`config.mk`:
```
export PLATFORM = sky130hd
export DESIGN_NAME = multiway_matcher
export DESIGN_NICKNAME = d
export VERILOG_FILES = /design/src/rtl/multiway_matcher.sv
export SDC_FILE = /design/constraint.sdc
export NUM_CORES = 1
export LEC_CHECK = 0
export CAP_MARGIN = 10
export CORE_UTILIZATION = 37
export CTS_CLUSTER_DIAMETER = 100
export DETAILED_ROUTE_END_ITERATION = 16
export PLACE_DENSITY_LB_ADDON = 0.08
export SLEW_MARGIN = 20
export SYNTH_ARGS = -nofsm -noshare
export SYNTH_HDL_FRONTEND = slang
export SYNTH_SLANG_ARGS = --single-unit
export TNS_END_PERCENT = 50
```
`constraint.sdc`:
```
create_clock -name clk -period 5.5 [get_ports clk]
set_clock_uncertainty 0.05 [all_clocks]
set_input_delay 1.1 -clock clk [delete_from_list [all_inputs] [get_ports clk]]
set_output_delay 1.1 -clock clk [all_outputs]
set_load 0.005 [all_outputs]
```
`src/rtl/multiway_matcher.sv`:
```
// Exact-match lookup: loads a key from a parsed header, hashes it, then probes a
// WAYS-way bucket of valid-tagged entries, aborting each way on its first mismatching byte.

// Two-stage key hash; ready is held while start stays high.
module hash (
  input  logic        clk,
  input  logic        rst,
  input  logic        start,
  input  logic [63:0] key,
  output logic        ready,
  output logic [31:0] val
);
  logic        busy;
  logic [31:0] fold_q;

  always_ff @(posedge clk or posedge rst) begin
    if (rst) begin
      busy   <= 1'b0;
      ready  <= 1'b0;
      fold_q <= '0;
      val    <= '0;
    end else if (!start) begin
      busy  <= 1'b0;
      ready <= 1'b0;
    end else if (!busy && !ready) begin
      fold_q <= key[63:32] ^ key[31:0];
      busy   <= 1'b1;
    end else if (busy) begin
      val   <= fold_q ^ (fold_q >> 8) ^ (fold_q >> 16);
      ready <= 1'b1;
      busy  <= 1'b0;
    end
  end
endmodule

// state       | meaning
// S_FREE      | idle; accepts config writes and lookup requests
// S_LOAD      | reading key bytes from the header, one per cycle
// S_HASH      | waiting for the hash unit
// S_PVALID    | reading the valid byte of the current way
// S_PKEY      | comparing stored key bytes of the current way
// S_FINISH    | result settled; counters update on the way out
// S_DONE      | ready_o high until start_i drops
module multiway_matcher #(
  parameter int NUM_HEADERS   = 2,
  parameter int MAX_KEY_BYTES = 8,
  parameter int WAYS          = 4,
  parameter int ENTRY_LEN     = 16,
  parameter int BUCKET_BITS   = 6,
  parameter int TABLE_BASE    = 128,
  localparam int WAY_W        = (WAYS > 1) ? $clog2(WAYS) : 1
) (
  input  logic                      clk,
  input  logic                      rst,
  input  logic                      start_i,
  input  logic [32*NUM_HEADERS-1:0] parsed_hdrs_i,
  output logic                      mem_ce_o,
  output logic                      mem_we_o,
  output logic [31:0]               mem_addr_o,
  output logic [3:0]                mem_width_o,
  output logic [31:0]               mem_data_o,
  input  logic [31:0]               mem_data_i,
  output logic                      ready_o,
  output logic                      hit_o,
  output logic [WAY_W-1:0]          way_o,
  output logic [31:0]               val_addr_o,
  output logic [31:0]               hit_cnt_o,
  output logic [31:0]               miss_cnt_o,
  input  logic                      mod_start_i,
  input  logic [3:0]                mod_match_hdr_id_i,
  input  logic [5:0]                mod_match_key_off_i,
  input  logic [5:0]                mod_match_key_len_i,
  output logic                      mod_ack_o,
  output logic                      mod_err_o
);
  localparam logic [2:0] S_FREE   = 3'd0;
  localparam logic [2:0] S_LOAD   = 3'd1;
  localparam logic [2:0] S_HASH   = 3'd2;
  localparam logic [2:0] S_PVALID = 3'd3;
  localparam logic [2:0] S_PKEY   = 3'd4;
  localparam logic [2:0] S_FINISH = 3'd5;
  localparam logic [2:0] S_DONE   = 3'd6;

  logic [2:0]       state;
  logic [3:0]       cfg_hdr;
  logic [5:0]       cfg_off;
  logic [5:0]       cfg_len;
  logic [63:0]      key_q;
  logic [3:0]       idx;
  logic [WAY_W-1:0] way_q;
  logic [31:0]      ent_q;
  logic             hash_start;
  logic             hash_ready;
  logic [31:0]      hash_val;
  logic [3:0]       eff_len;
  logic [31:0]      hdr_base;
  logic [7:0]       key_byte;
  logic [31:0]      bucket_addr;
  logic             last_way;
  logic [7:0]       rd_byte;
  logic             unused_ok;

  assign mem_we_o    = 1'b0;
  assign mem_width_o = 4'd1;
  assign mem_data_o  = 32'd0;
  assign rd_byte     = mem_data_i[7:0];
  assign unused_ok   = ^{mem_data_i[31:8], hash_val[31:BUCKET_BITS]};

  assign eff_len  = (cfg_len > 6'(MAX_KEY_BYTES)) ? 4'(MAX_KEY_BYTES) : cfg_len[3:0];
  assign last_way = (way_q == WAY_W'(WAYS - 1));
  assign mem_ce_o = ((state == S_LOAD) && (idx != eff_len)) ||
                    (state == S_PVALID) || (state == S_PKEY);
  assign bucket_addr = 32'(TABLE_BASE) +
                       32'(hash_val[BUCKET_BITS-1:0]) * 32'(WAYS * ENTRY_LEN);

  always_comb begin
    hdr_base = '0;
    for (int h = 0; h < NUM_HEADERS; h++)
      if (cfg_hdr == 4'(h)) hdr_base = parsed_hdrs_i[32*(NUM_HEADERS-1-h) +: 32];
  end

  always_comb begin
    key_byte = '0;
    for (int i = 0; i < 8; i++)
      if (idx == 4'(i)) key_byte = key_q[63-8*i -: 8];
  end

  hash u_hash (
    .clk   (clk),
    .rst   (~rst),
    .start (hash_start),
    .key   (key_q),
    .ready (hash_ready),
    .val   (hash_val)
  );

  always_ff @(posedge clk or negedge rst) begin
    if (!rst) begin
      state      <= S_FREE;
      cfg_hdr    <= '0;
      cfg_off    <= '0;
      cfg_len    <= '0;
      key_q      <= '0;
      idx        <= '0;
      way_q      <= '0;
      ent_q      <= '0;
      hash_start <= 1'b0;
      mem_addr_o <= '0;
      ready_o    <= 1'b0;
      hit_o      <= 1'b0;
      way_o      <= '0;
      val_addr_o <= '0;
      hit_cnt_o  <= '0;
      miss_cnt_o <= '0;
      mod_ack_o  <= 1'b0;
      mod_err_o  <= 1'b0;
    end else begin
      mod_ack_o <= 1'b0;
      mod_err_o <= 1'b0;
      case (state)
        S_FREE: begin
          if (mod_start_i) begin
            if (mod_match_hdr_id_i < 4'(NUM_HEADERS)) begin
              cfg_hdr   <= mod_match_hdr_id_i;
              cfg_off   <= mod_match_key_off_i;
              cfg_len   <= mod_match_key_len_i;
              mod_ack_o <= 1'b1;
            end else begin
              mod_err_o <= 1'b1;
            end
          end else if (start_i) begin
            ready_o    <= 1'b0;
            hit_o      <= 1'b0;
            val_addr_o <= '0;
            key_q      <= '0;
            idx        <= '0;
            mem_addr_o <= hdr_base + 32'(cfg_off);
            state      <= S_LOAD;
          end
        end
        S_LOAD: begin
          if (idx != eff_len) begin
            for (int i = 0; i < 8; i++)
              if (idx == 4'(i)) key_q[63-8*i -: 8] <= rd_byte;
            idx        <= idx + 4'd1;
            mem_addr_o <= mem_addr_o + 32'd1;
          end else begin
            hash_start <= 1'b1;
            state      <= S_HASH;
          end
        end
        S_HASH: begin
          if (hash_ready) begin
            hash_start <= 1'b0;
            way_q      <= '0;
            ent_q      <= bucket_addr;
            mem_addr_o <= bucket_addr;
            state      <= S_PVALID;
          end
        end
        S_PVALID: begin
          if (rd_byte != 8'd0) begin
            if (eff_len == 4'd0) begin
              hit_o      <= 1'b1;
              way_o      <= way_q;
              val_addr_o <= ent_q + 32'd1;
              state      <= S_FINISH;
            end else begin
              idx        <= '0;
              mem_addr_o <= ent_q + 32'd1;
              state      <= S_PKEY;
            end
          end else if (last_way) begin
            state <= S_FINISH;
          end else begin
            way_q      <= way_q + 1'b1;
            ent_q      <= ent_q + 32'(ENTRY_LEN);
            mem_addr_o <= ent_q + 32'(ENTRY_LEN);
          end
        end
        S_PKEY: begin
          // A mismatch abandons this way at once rather than reading the rest of its key.
          if (rd_byte != key_byte) begin
            if (last_way) begin
              state <= S_FINISH;
            end else begin
              way_q      <= way_q + 1'b1;
              ent_q      <= ent_q + 32'(ENTRY_LEN);
              mem_addr_o <= ent_q + 32'(ENTRY_LEN);
              state      <= S_PVALID;
            end
          end else if (idx == eff_len - 4'd1) begin
            hit_o      <= 1'b1;
            way_o      <= way_q;
            val_addr_o <= ent_q + 32'd1 + 32'(eff_len);
            state      <= S_FINISH;
          end else begin
            idx        <= idx + 4'd1;
            mem_addr_o <= mem_addr_o + 32'd1;
          end
        end
        S_FINISH: begin
          ready_o <= 1'b1;
          if (hit_o) begin
            if (hit_cnt_o != 32'hFFFF_FFFF) hit_cnt_o <= hit_cnt_o + 32'd1;
          end else begin
            if (miss_cnt_o != 32'hFFFF_FFFF) miss_cnt_o <= miss_cnt_o + 32'd1;
          end
          state <= S_DONE;
        end
        S_DONE: begin
          if (!start_i) begin
            ready_o <= 1'b0;
            state   <= S_FREE;
          end
        end
        default: state <= S_FREE;
      endcase
    end
  end
endmodule
```
==> Word level (Yosys, flattened, before mapping) <==
Cells that the tools add are included.
{ "totals": {"regBits": 286, "in_bits": 116, "out_inout_bits": 172, "elab_cells": 233} }
{ "classes": {"n_addsub": 11, "n_lt_le_gt_ge": 2, "eq_ne": 48, "n_mux": 97, "n_bitwise": 5, "reduce_logical": 41} }
{ "ops": {"columns": ["op", "n"], "rows": [
  ["two-way mux 32 bit", 20],
  ["two-way mux 64 bit", 3],
  ["case mux 32 bit (3 select lines)", 2],
  ["case mux 32 bit (5 select lines)", 1],
  ["adder 32 x 1 -> 32 bit (second input constant)", 4],
  ["two-way mux 8 bit", 16],
  ["case mux 64 bit (2 select lines)", 1],
  ["!= test 32 bit (second input constant)", 2],
  ["AND reduction 5 bit", 9],
  ["adder 32 x 4 -> 32 bit", 1],
  ["adder 32 x 5 -> 32 bit (second input constant)", 1],
  ["adder 32 x 6 -> 32 bit", 1],
  ["two-way mux 4 bit", 8],
  ["two-way mux 3 bit", 10],
  ["!= test 2 x 1 -> 1 bit (second input constant)", 15],
  ["XOR 22 bit", 1],
  ["two-way mux 1 bit", 21],
  ["case mux 3 bit (7 select lines)", 1],
  ["AND reduction 7 bit", 3],
  ["!= test 2 bit (second input constant)", 9],
  ["== test 4 x 3 -> 1 bit (second input constant)", 4],
  ["two-way mux 2 bit", 8],
  ["case mux 4 bit (4 select lines)", 1],
  ["AND reduction 3 bit", 5],
  ["other kinds (37)", 57]
]} }

==> Logic depth before layout (Yosys ltp) <==
Gate-level depths: netlist of the first run.
{ "depth": {"depth_word": 12, "ltp_mapped": 18, "ltp_nobuf": 13} }

==> Hierarchy <==
From an unflattened synthesis of the first run, not the netlist that was laid out.
{ "hier_totals": {"cells_unflattened": 2014, "area_unflattened_um2": 19214.7} }
{ "by_module_without_submodules": {"columns": ["mod", "instances", "cells_each", "area_per_inst_um2"], "rows": [
  ["multiway_matcher", 1, 1807, 16022.9],
  ["hash", 1, 207, 3191.8]
]} }

==> Worst setup path before layout of the first run <==
OpenSTA, ideal clock, no wires.
{ "synth_path": {"kind": "register to register", "from": "register cfg_hdr[0]", "to": "register mem_addr_o[12]", "t_arrival_ps": 4462, "required_ps": 5329, "setup_slack_ps": 867, "stages_incl_launch_ff": 19, "synth_period_minus_slack_ps": 4633, "path_cell_list": "dfrtp_1 buf_4 buf_4 buf_2 buf_1 clkbuf_1 mux2i_1 nor2_1 ha_1 fa_1 a211oi_1 o21bai_1 a21oi_1 nand2b_1 nor4_1 xnor2_1 a222oi_1 o221ai_1 a22o_1"} }
{ "synth_between": {"elab_chain_len": 7, "elab_cells_between_ends": 8, "cone_classes": "1 x add/sub; 1 x eq/ne; 5 x mux; 1 x reduce/logical"} }
{ "synth_lines": {"columns": ["element", "line_no", "source"], "rows": [
  ["from (decl)", "85", "logic [3:0] cfg_hdr;"],
  ["from (signal assigned)", "164", "cfg_hdr <= mod_match_hdr_id_i;"],
  ["zero test 4 bit", "119", "if (cfg_hdr == 4'(h)) hdr_base = parsed_hdrs_i[32*(NUM_HEADERS-1-h) +: 32];"],
  ["two-way mux 32 bit", "119", null],
  ["two-way mux 32 bit (*)", "119", null],
  ["adder 32 x 6 -> 32 bit (*)", "177", "mem_addr_o <= hdr_base + 32'(cfg_off);"],
  ["two-way mux 32 bit (*)", "171", "end else if (start_i) begin"],
  ["two-way mux 32 bit (*)", "162", "if (mod_start_i) begin"],
  ["case mux 32 bit (5 select lines) (*)", "160", "case (state)"],
  ["to (signal assigned)", "177", null],
  ["to (signal assigned)", "186", "mem_addr_o <= mem_addr_o + 32'd1;"],
  ["to (signal assigned)", "197", "mem_addr_o <= bucket_addr;"],
  ["to (decl)", "59", "output logic [31:0] mem_addr_o,"]
]} }
Mark *: on every way between the ends. The rest lies on a longest branch, timed or not. The select of a mux whose other input is x is not followed.
A chain may end at the register's enable or synchronous reset.

==> Final worst setup path of the first run <==
{ "layout_path": {"from": "register idx[1]", "to": "register ent_q[20]"} }
{ "layout_between": {"elab_chain_len": 12, "elab_cells_between_ends": 19, "cone_classes": "9 x eq/ne; 8 x mux; 2 x reduce/logical"} }
{ "layout_lines": {"columns": ["element", "line_no", "source"], "rows": [
  ["from (decl)", "89", "logic [3:0] idx;"],
  ["from (signal assigned)", "185", "idx <= idx + 4'd1;"],
  ["from (signal assigned)", "238", "idx <= idx + 4'd1;"],
  ["zero test 4 bit", "125", "if (idx == 4'(i)) key_byte = key_q[63-8*i -: 8];"],
  ["two-way mux 8 bit (7 in a row)", "125", null],
  ["two-way mux 8 bit (*)", "125", null],
  ["!= test 8 bit (*)", "223", "if (rd_byte != key_byte) begin"],
  ["!= test 2 x 1 -> 1 bit (no line) (*)", null, null],
  ["AND reduction 4 bit (no line) (*)", null, null],
  ["to (signal assigned)", "196", "ent_q <= bucket_addr;"],
  ["to (signal assigned)", "217", "ent_q <= ent_q + 32'(ENTRY_LEN);"],
  ["to (signal assigned)", "228", "ent_q <= ent_q + 32'(ENTRY_LEN);"],
  ["to (decl)", "91", "logic [31:0] ent_q;"]
]} }
Mark *: on every way between the ends. The rest lies on a longest branch, timed or not.

==> results.ini, run 1 <==
[clock_network]
postCtsSetupBuffers = 0
insertion_delay_ps = 550
cts_inserted_buffers = 34
cts_tree = done
hold_buffers = 0
clk_pin_slew_worst_paths_ps = 60
clockBufferDepth = 3
h-tree-depth = 2
cts.repair.resized = 0
clock_tree.root_cell = clkbuf_16
clkSinkCount = 278

[placed_design]
gp_congestion = 0.924
port_buffers = 226
dpl.hpwl_um = 37500

[route]
vias_per_cell = 5.45
route.antenna.remaining_nets = 0
drt_iter0_drc = 1148
post_drt_wl_per_cell_um = 19.4
vias = 14600
drc_errors = 0
finalWirelength_um = 52000
first_pass_iters = 5

[sta]
grt_setup_unrepaired = no
tightest_slew_ps = 1060
setup_viol = 0
slew-limit-headroom_pct = 29.1
finalHoldViolations = 0
tns_ps = 0
final_max_slew_viol_count = 0
max_clock_freq_mhz = 230
min_period_ps = 4350
period_share_pct = 79.1

[worst_setup_path]
reg2reg_to = ent_q[20]
crit_path_max_incr_delay_ps = 570
path_class = reg2reg
end_kind = flop
reg2regPathDepth = 13
crit_slowest_cell = a2111oi_2
path_buf_inv = 3
r2r_start = idx[1]
arrival_ps = 4740
critical-path-top-delay-family = compound AO/OA/AOI/OAI gates
rrSetupSlack_ps = 1150
crit_required_ps = 5890
startpoint_type = flop
path_cells = inv_1 > ha_1 > buf_4 > nand3b_1 > a211oi_1 > nor4_1 > a2111oi_2 > nor4_4 > o2111a_1 > nor2_2 > nand2_1 > buf_12 > o41ai_1
cp_max_fo = 20

[synth]
synth_top_area_cell = dfrtp_1
synth_edf_count = 0
ys_ff_latch = 278
yosysUniqueCellTypes = 92
synth_top_area_share_pct = 40.9
postSynth.asyncResetShare_pct = 100
synthMostInstantiatedCell = dfrtp_1
synth_area_leaders = dfrtp_1 (41%), xnor2_1 (6.2%), nand2_1 (5.2%), mux2_2 (4.8%), o21ai_0 (3.4%)
postSynthAreaPerCell_um2 = 9.09
ys.flop_type = dfrtp_1
synth_commonest_cells = dfrtp_1 (278), nand2_1 (235), nor2_1 (132), xnor2_1 (121), o21ai_0 (116)
synth_warnings = 0
ys_seq_area_share_pct = 40.9
netlist_instances = 1873
synth_area_um2 = 17000

[cells_and_area]
nets = 2192
drive_above_1_share_pct = 9.47
area_growth_pct = 22.6
diodes = 0

[run_status]
outcome = completed

[floorplanning]
rows = 78
fp.dieW_um = 216
die-area_um2 = 46900
start_util_pct = 37.5
pin_count = 288
dieHeight_um = 216
core_area_um2 = 45400

[power]
peakVddDrop_v = 0.000177
power_density_nw_per_um2 = 497
p_leak_nw = 8.60
finalPower_w = 0.0104

[grt]
antenna_found_initial = 1
grt_max_degree = 101
track_usage_pct = 22.3
overflow = 0
grt_pass1_vias = 14200
grt_first_pass_wirelength_um = 82600

[worst_hold_path]
hold_path_end = val_addr_o[9]
hp-start = val_addr_o[9]
hp-class = reg2reg
worstHoldPathCells = 2

[run]
maxCapViolations = 0

==> power by group <==
group          switching, W  internal, W  total [W]
registers          0.000664      0.00260    0.00327
logic               0.00274      0.00214    0.00488
clock network      0.000902      0.00132    0.00222
==> per-layer routing <==
layer  track usage, %  routed length (um)  vias up
met2             33.6               22600      508
met5                0                   0        -
li1                 -                   -     7021
met1             32.8               24600     7012
met4             5.02                 890        0
met3             4.51                3840       63
==> cells in the final DEF (no fill, tap or decap), types with 15 or more instances in the layout <==
cell type / instances
a211oi_1: 17
a21oi_1: 108
and2_1: 16
and3_1: 38
buf_4: 40
clkbuf_16: 35
clkdlybuf4s50_1: 225
conb_1: 37
dfrtp_1: 277
ha_1: 18
inv_1: 33
mux2_2: 73
mux2i_1: 39
nand2_1: 235
nand2b_1: 15
nand3_1: 62
nand3b_1: 20
nand4_1: 25
nor2_1: 131
nor2b_1: 23
nor3_1: 18
nor4_1: 18
o21ai_0: 116
o31ai_1: 30
xnor2_1: 121
xor2_1: 40
==> area by class of cell <==
cell class | instances | area [um^2]
fillers | 4428 | 24500
inverters | 34 | 128
clock inverters | 4 | 67.6
well taps | 600 | 751
clock buffers | 56 | 1020
flip-flops and latches | 278 | 6960
repair buffers | 270 | 2650
multi-input cells | 1438 | 9290
==> flip-flops by register name, indices dropped and copies added, names as in the netlist, 2 cells and up <==
signal / flops
mem_addr_o: 32
cfg_len: 6
cfg_off: 6
way_o: 2
way_q: 2
ent_q: 28
val_addr_o: 32
state: 3
cfg_hdr: 4
miss_cnt_o: 32
u_hash.fold_q: 18
hit_cnt_o: 32
u_hash.val: 6
idx: 4
key_q: 64
==> kinds of logic (layout without fill, tap and decap cells) <==
kind of cell / after synthesis / count (layout) / share of synthesized area, %
buffers and inverters: 192 / 364 / 5.38
xor gates and xnor gates: 161 / 161 / 8.29
other: 2 / 37 / 0.0441
adders and majority gates: 20 / 20 / 1.51
and+or+nand+nor: 659 / 659 / 19.2
muxes: 112 / 112 / 7.12
DFF: 278 / 278 / 40.9
AOI/OAI and AO/OA: 449 / 449 / 17.6
==> through the flow <==
step | instance area [um^2] | worst slack, ps | hold slack [ps] | utilization [%] | instances
2_1_floorplan | 17100 | 867 | 402 | - | 1908
3_3_place_gp | 19800 | 1060 | 411 | 43.6 | 2620
3_5_place_dp | 19800 | 971 | 420 | 43.6 | 2620
4_1_cts | 20900 | 933 | 432 | 46.0 | 2680
5_1_grt | 20900 | 864 | 462 | 46.0 | 2680
6_report | 20900 | 1150 | 426 | 46.0 | 2680
==> worst min-delay path: stages, from the launching register on <==
cell and delay, ps:
dfrtp_1 340, nand2_1 40, o21ai_0 60
==> how the worst max path moves through the flow <==
stage	cells after the start	startpoint	end
2_1_floorplan	18	cfg_hdr[0]	mem_addr_o[12]
3_3_place_gp	12	idx[0]	ent_q[20]
3_5_place_dp	12	idx[0]	ent_q[20]
4_1_cts	12	idx[0]	ent_q[29]
5_1_grt	12	idx[1]	mem_addr_o[19]
6_report	13	idx[1]	ent_q[20]
No activity file was read; power rests on OpenSTA's default activity.
==> inputs of run 2 (changes only) <==
- clock period: 5.5 -> 4 ns (I/O delays scaled with it)
==> run 2 against run 1 <==
  * Sequential power increased by 37%
  * Largest power group unchanged
  * Via count up 2.2%
  * Clock power is 38% higher
  * Sequential share of layout area fell by 0.71 points
  * Final cell count up 2.0%
  * Register-to-register slack worse by 970 ps
  * Non-clock buffer count is 55 higher
==> results.ini, run 2 (synthesized netlist as in run 1, its figures left out) <==
[run_status]
outcome = completed  ; unchanged

[clock_network]
cts_inserted_buffers = 35  ; was 34
clk_pin_slew_worst_paths_ps = 50  ; was 60 ps
cts_tree = done  ; unchanged
postCtsSetupBuffers = 0  ; unchanged
clock_tree.root_cell = clkbuf_16  ; unchanged
clkSinkCount = 278  ; unchanged
h-tree-depth = 2  ; unchanged
hold_buffers = 0  ; unchanged
cts.repair.resized = 0  ; unchanged
insertion_delay_ps = 540  ; was 550 ps
clockBufferDepth = 3  ; unchanged

[grt]
grt_max_degree = 81  ; was 101
overflow = 0  ; unchanged
grt_pass1_vias = 14500  ; was 14.2k
antenna_found_initial = 1  ; unchanged
track_usage_pct = 22.5  ; was 22.3%
grt_first_pass_wirelength_um = 83400  ; was 82,600 um

[route]
drt_iter0_drc = 1270  ; was 1,148
route.antenna.remaining_nets = 0  ; unchanged
drc_errors = 0  ; unchanged
post_drt_wl_per_cell_um = 19.2  ; was 19.4 um
vias_per_cell = 5.46  ; was 5.45
finalWirelength_um = 52600  ; was 52,000 um
vias = 14900  ; was 14.6k
first_pass_iters = 5  ; unchanged

[sta]
period_share_pct = 96.4
finalWorstSetupSlack_ps = 143  ; was 1150 ps
setup_viol = 0  ; unchanged
max_clock_freq_mhz = 259
tns_ps = 0  ; unchanged
tightest_slew_ps = 1090  ; was 1060 ps
grt_setup_unrepaired = no  ; unchanged
hold_slack_ps = 172  ; was 426 ps
slew-limit-headroom_pct = 26.9  ; was 29.1%
min_period_ps = 3860
final_max_slew_viol_count = 0  ; unchanged
finalHoldViolations = 0  ; unchanged

[floorplanning]
dieHeight_um = 216  ; unchanged
pin_count = 288  ; unchanged
die-area_um2 = 46900  ; unchanged
rows = 78  ; unchanged
start_util_pct = 37.5  ; unchanged
core_area_um2 = 45400  ; unchanged
fp.dieW_um = 216  ; unchanged

[worst_setup_path]
path_class = reg2out  ; was reg2reg
end_kind = output pin  ; was flop
crit_path_max_incr_delay_ps = 600  ; was 570 ps
critical-path-top-delay-family = buffers and inverters  ; was compound AO/OA/AOI/OAI gates
crit_slowest_cell = clkdlybuf4s50_1  ; was a2111oi_2
arrival_ps = 3010  ; was 4740 ps
rrSetupSlack_ps = 180  ; was 1150 ps
cp_max_fo = 5  ; was 20
path_buf_inv = 2  ; was 3
path_cells = nor3_1 > nand2_1 > inv_1 > xnor2_1 > o21a_1 > o21ai_0 > clkdlybuf4s50_1  ; was inv_1 > ha_1 > buf_4 > nand3b_1 > a211oi_1 > nor4_1 > a2111oi_2 > nor4_4 > o2111a_1 > nor2_2 > nand2_1 > buf_12 > o41ai_1
startpoint_type = flop  ; unchanged
crit_required_ps = 3150  ; was 5890 ps

[run]
maxCapViolations = 0  ; unchanged

[cells_and_area]
layout_commonest_cell = dfrtp_1  ; unchanged
area_growth_pct = 25.3  ; was 22.6%
postLayoutCellArea_um2 = 21300  ; was 20,900 um^2
nets = 2248  ; was 2,192
regMostFlops = key_q  ; unchanged
drive_above_1_share_pct = 12.1  ; was 9.47%
diodes = 0  ; unchanged
largest_reg_flops = 64  ; unchanged
mostFrequentLayoutCells = dfrtp_1 (277), nand2_1 (235), clkdlybuf4s50_1 (225)  ; unchanged

[placed_design]
gp_congestion = 0.952  ; was 0.924
dpl.hpwl_um = 38700  ; was 37,500 um
place_ws_ps = 21.8  ; was 971 ps
placed_cell_area_um2 = 20200  ; was 19,800 um^2
port_buffers = 226  ; unchanged

[power]
peakVddDrop_v = 0.000354  ; was 0.000177 V
p_leak_nw = 8.88  ; was 8.60 nW
finalPower_w = 0.0146  ; was 0.0104 W
power_density_nw_per_um2 = 686  ; was 497 nW/um^2

[worst_hold_path]
hp-class = in2async  ; was reg2reg

[run 2: changes by cell type in the layout (fill, tap and decap cells not counted)]
| cell | change |
|---|---|
| a21oi_1 | -1 |
| a21oi_2 | +1 |
| buf_12 | +2 |
| buf_4 | +53 |
| clkbuf_1 | -6 |
| clkbuf_16 | +1 |
| clkinv_2 | +2 |
| clkinv_8 | -1 |
| clkinvlp_4 | +1 |
| ha_1 | -1 |
| ha_2 | +1 |
| inv_6 | +1 |
[run 2: worst reg2reg max path, cell delays in order (launching register included)]
cell and delay (ps):
dfrtp_1 380, buf_4 160, ha_1 200, or3_1 540
a221oi_2 360, o21a_1 180, o221ai_1 210, nor4_4 480
nand4_4 140, and2_1 340, buf_4 250, o31a_1 280
o211ai_1 150
[run 2: cell type report]
type                            instances  area, um^2
Clock buffer                           51        1030
Multi-Input combinational cell       1438        9300
Inverter                               34         128
Tap cell                              600         751
Clock inverter                          7        77.6
Fill cell                            4409       24100
Timing Repair Buffer                  325        3090
Sequential cell                       278        6960
[run 2: final timing paths]
kind                                start        endpoint  cells after the start
max                            cfg_len[5]        mem_ce_o                      7
min                                   rst   miss_cnt_o[4]                      1
max reg2reg                        idx[0]  mem_addr_o[28]                     12
min reg2reg                val_addr_o[11]  val_addr_o[11]                      2
max in group asynchronous             rst   hit_cnt_o[16]                      2
min in group clk           val_addr_o[11]  val_addr_o[11]                      2
[run 2: through the flow]
stage / std cells / util, %
2_1_floorplan: 1908 / -
3_3_place_gp: 2675 / 44.5
3_5_place_dp: 2675 / 44.5
4_1_cts: 2733 / 47.0
5_1_grt: 2733 / 47.0
6_report: 2733 / 47.0
[run 2: routing by layer]
| metal | vias up | wire, um | GRT usage, % |
|---|---|---|---|
| li1 | 7131 | - | - |
| met1 | 7238 | 25400 | 33.1 |
| met2 | 478 | 22700 | 33.8 |
| met3 | 72 | 3410 | 4.27 |
| met4 | 0 | 1020 | 5.66 |
| met5 | - | 0 | 0 |
[run 2: report_power, final]
part / internal, W / switching, W / leakage [nW]
combinational: 0.00320 / 0.00387 / 4.67
clock: 0.00184 / 0.00123 / 0.541
sequential: 0.00358 / 0.000899 / 3.67
total: 0.00862 / 0.00601 / 8.88
==> inputs of run 3 (changes only) <==
==> constraint.sdc (replaced) <==
create_clock -name clk -period 4 [get_ports clk]
set_clock_uncertainty 0.05 [all_clocks]
set_input_delay 0.6 -clock clk [delete_from_list [all_inputs] [get_ports clk]]
set_output_delay 0.6 -clock clk [all_outputs]
set_load 0.005 [all_outputs]
==> run 3 against run 2 <==
  * Register-to-register slack better by 40 ps
  * Via count is 0.60% lower
  * Count of clock-buffer cells in the layout is 6 higher
  * Critical path type is now reg2reg
  * Largest cell class unchanged
  * Highest routed layer is now met5
==> results.ini, run 3 (synthesized netlist as in run 1, its figures left out) <==
[sta]
final_max_slew_viol_count = 0  ; unchanged
slew-limit-headroom_pct = 34.4  ; was 26.9%
finalHoldViolations = 0  ; unchanged
hold_slack_ps = 1.84  ; was 172 ps
tightest_slew_ps = 981  ; was 1090 ps
min_period_ps = 3780  ; was 3860 ps
setup_viol = 0  ; unchanged
tns_ps = 0  ; unchanged
finalWorstSetupSlack_ps = 220  ; was 143 ps
grt_setup_unrepaired = no  ; unchanged
period_share_pct = 94.5  ; was 96.4%
max_clock_freq_mhz = 265  ; was 259 MHz

[worst_setup_path]
rrSetupSlack_ps = 220  ; was 180 ps
crit_required_ps = 4370  ; was 3150 ps
startpoint_type = flop  ; unchanged
cp_max_fo = 20  ; was 5
path_class = reg2reg  ; was reg2out
end_kind = flop  ; was output pin
arrival_ps = 4150  ; was 3010 ps

[clock_network]
clock_tree.root_cell = clkbuf_16  ; unchanged
cts_tree = done  ; unchanged
postCtsSetupBuffers = 0  ; unchanged
insertion_delay_ps = 550  ; was 540 ps
h-tree-depth = 2  ; unchanged
cts_inserted_buffers = 37  ; was 35
clk_pin_slew_worst_paths_ps = 60  ; was 50 ps
hold_buffers = 0  ; unchanged
cts.repair.resized = 0  ; unchanged
clkSinkCount = 278  ; unchanged
clockBufferDepth = 3  ; unchanged

[route]
finalWirelength_um = 53000  ; was 52,600 um
vias = 14800  ; was 14.9k
first_pass_iters = 5  ; unchanged
vias_per_cell = 5.44  ; was 5.46
route.antenna.remaining_nets = 0  ; unchanged
drc_errors = 0  ; unchanged
drt_iter0_drc = 1151  ; was 1,270
post_drt_wl_per_cell_um = 19.4  ; was 19.2 um

[cells_and_area]
area_growth_pct = 25.7  ; was 25.3%
regMostFlops = key_q  ; unchanged
diodes = 0  ; unchanged
mostFrequentLayoutCells = dfrtp_1 (277), nand2_1 (235), clkdlybuf4s50_1 (225)  ; unchanged
nets = 2236  ; was 2,248
layout_commonest_cell = dfrtp_1  ; unchanged
fillCellCount = 4445  ; was 4,409
largest_reg_flops = 64  ; unchanged
drive_above_1_share_pct = 11.8  ; was 12.1%
fin_cells = 2726  ; was 2,733

[placed_design]
gp_congestion = 0.914  ; was 0.952
dpl.cell_count = 2660  ; was 2,675
port_buffers = 226  ; unchanged
dpl.hpwl_um = 38900  ; was 38,700 um
place_ws_ps = 102  ; was 21.8 ps

[run_status]
outcome = completed  ; unchanged

[power]
finalPower_w = 0.0149  ; was 0.0146 W
p_leak_nw = 8.91  ; was 8.88 nW
power_density_nw_per_um2 = 697  ; was 686 nW/um^2
peakVddDrop_v = 0.000291  ; was 0.000354 V

[grt]
grt_max_degree = 89  ; was 81
grt_first_pass_wirelength_um = 83800  ; was 83,400 um
track_usage_pct = 22.7  ; was 22.5%
grt_pass1_vias = 14400  ; was 14.5k
overflow = 0  ; unchanged
antenna_found_initial = 1  ; unchanged

[worst_hold_path]
hp-class = in2async  ; unchanged

[floorplanning]
fp.dieW_um = 216  ; unchanged
core_area_um2 = 45400  ; unchanged
dieHeight_um = 216  ; unchanged
die-area_um2 = 46900  ; unchanged
rows = 78  ; unchanged
start_util_pct = 37.5  ; unchanged
pin_count = 288  ; unchanged

[run]
maxCapViolations = 0  ; unchanged

## run 3: cell type report
| class | count | area, um^2 | share of cell area [%] |
|---|---|---|---|
| timing repair buffer | 311 | 3030 | 14.2 |
| tap | 600 | 751 | 3.51 |
| sequential | 278 | 6960 | 32.5 |
| clock buffer | 57 | 1150 | 5.39 |
| multi-input combinational | 1438 | 9300 | 43.5 |
| clock inverter | 8 | 72.6 | 0.339 |
| inverter | 34 | 128 | 0.597 |
## run 3: per-stage QoR
step                cell area (um^2)  util, %
floorplan                      17200        -
global placement               20200     44.4
detailed placement             20200     44.4
CTS                            21400     47.1
global route                   21400     47.1
finish                         21400     47.1
## run 3: per-layer routing
metal / routed length [um] / track usage (%) / vias to the layer above
met5: 19 / 0 / -
met1: 25400 / 33.3 / 7171
met3: 3550 / 4.97 / 75
met2: 22900 / 33.6 / 470
met4: 1090 / 5.89 / 2
li1: - / - / 7111
## run 3: final timing paths
path / startpoint / end / cells after the start
worst max-delay path: idx[1] / mem_addr_o[15] / 14
worst min-delay path: rst / miss_cnt_o[4] / 1
worst max register to register: idx[1] / mem_addr_o[15] / 14
worst min register to register: val_addr_o[9] / val_addr_o[9] / 2
max in group asynchronous: rst / cfg_hdr[0] / 2
min in group clk: val_addr_o[9] / val_addr_o[9] / 2
## run 3: where the power goes
part | switching [W] | leakage (nW) | internal, W
clock network | 0.00128 | 0.610 | 0.00204
logic | 0.00388 | 4.63 | 0.00321
registers | 0.000908 | 3.67 | 0.00358
total | 0.00607 | 8.91 | 0.00884
## run 3: worst max-delay path, stage by stage (launching register included)
cell and delay, ps:
dfrtp_1 410, inv_1 110, ha_1 410, buf_12 170, nand3b_1 80, a211oi_1 440
nor4_1 120, a2111oi_2 490, nor4_4 50, buf_4 180, buf_4 150, a31oi_2 210
buf_4 280, nand2_1 130, o311ai_0 350
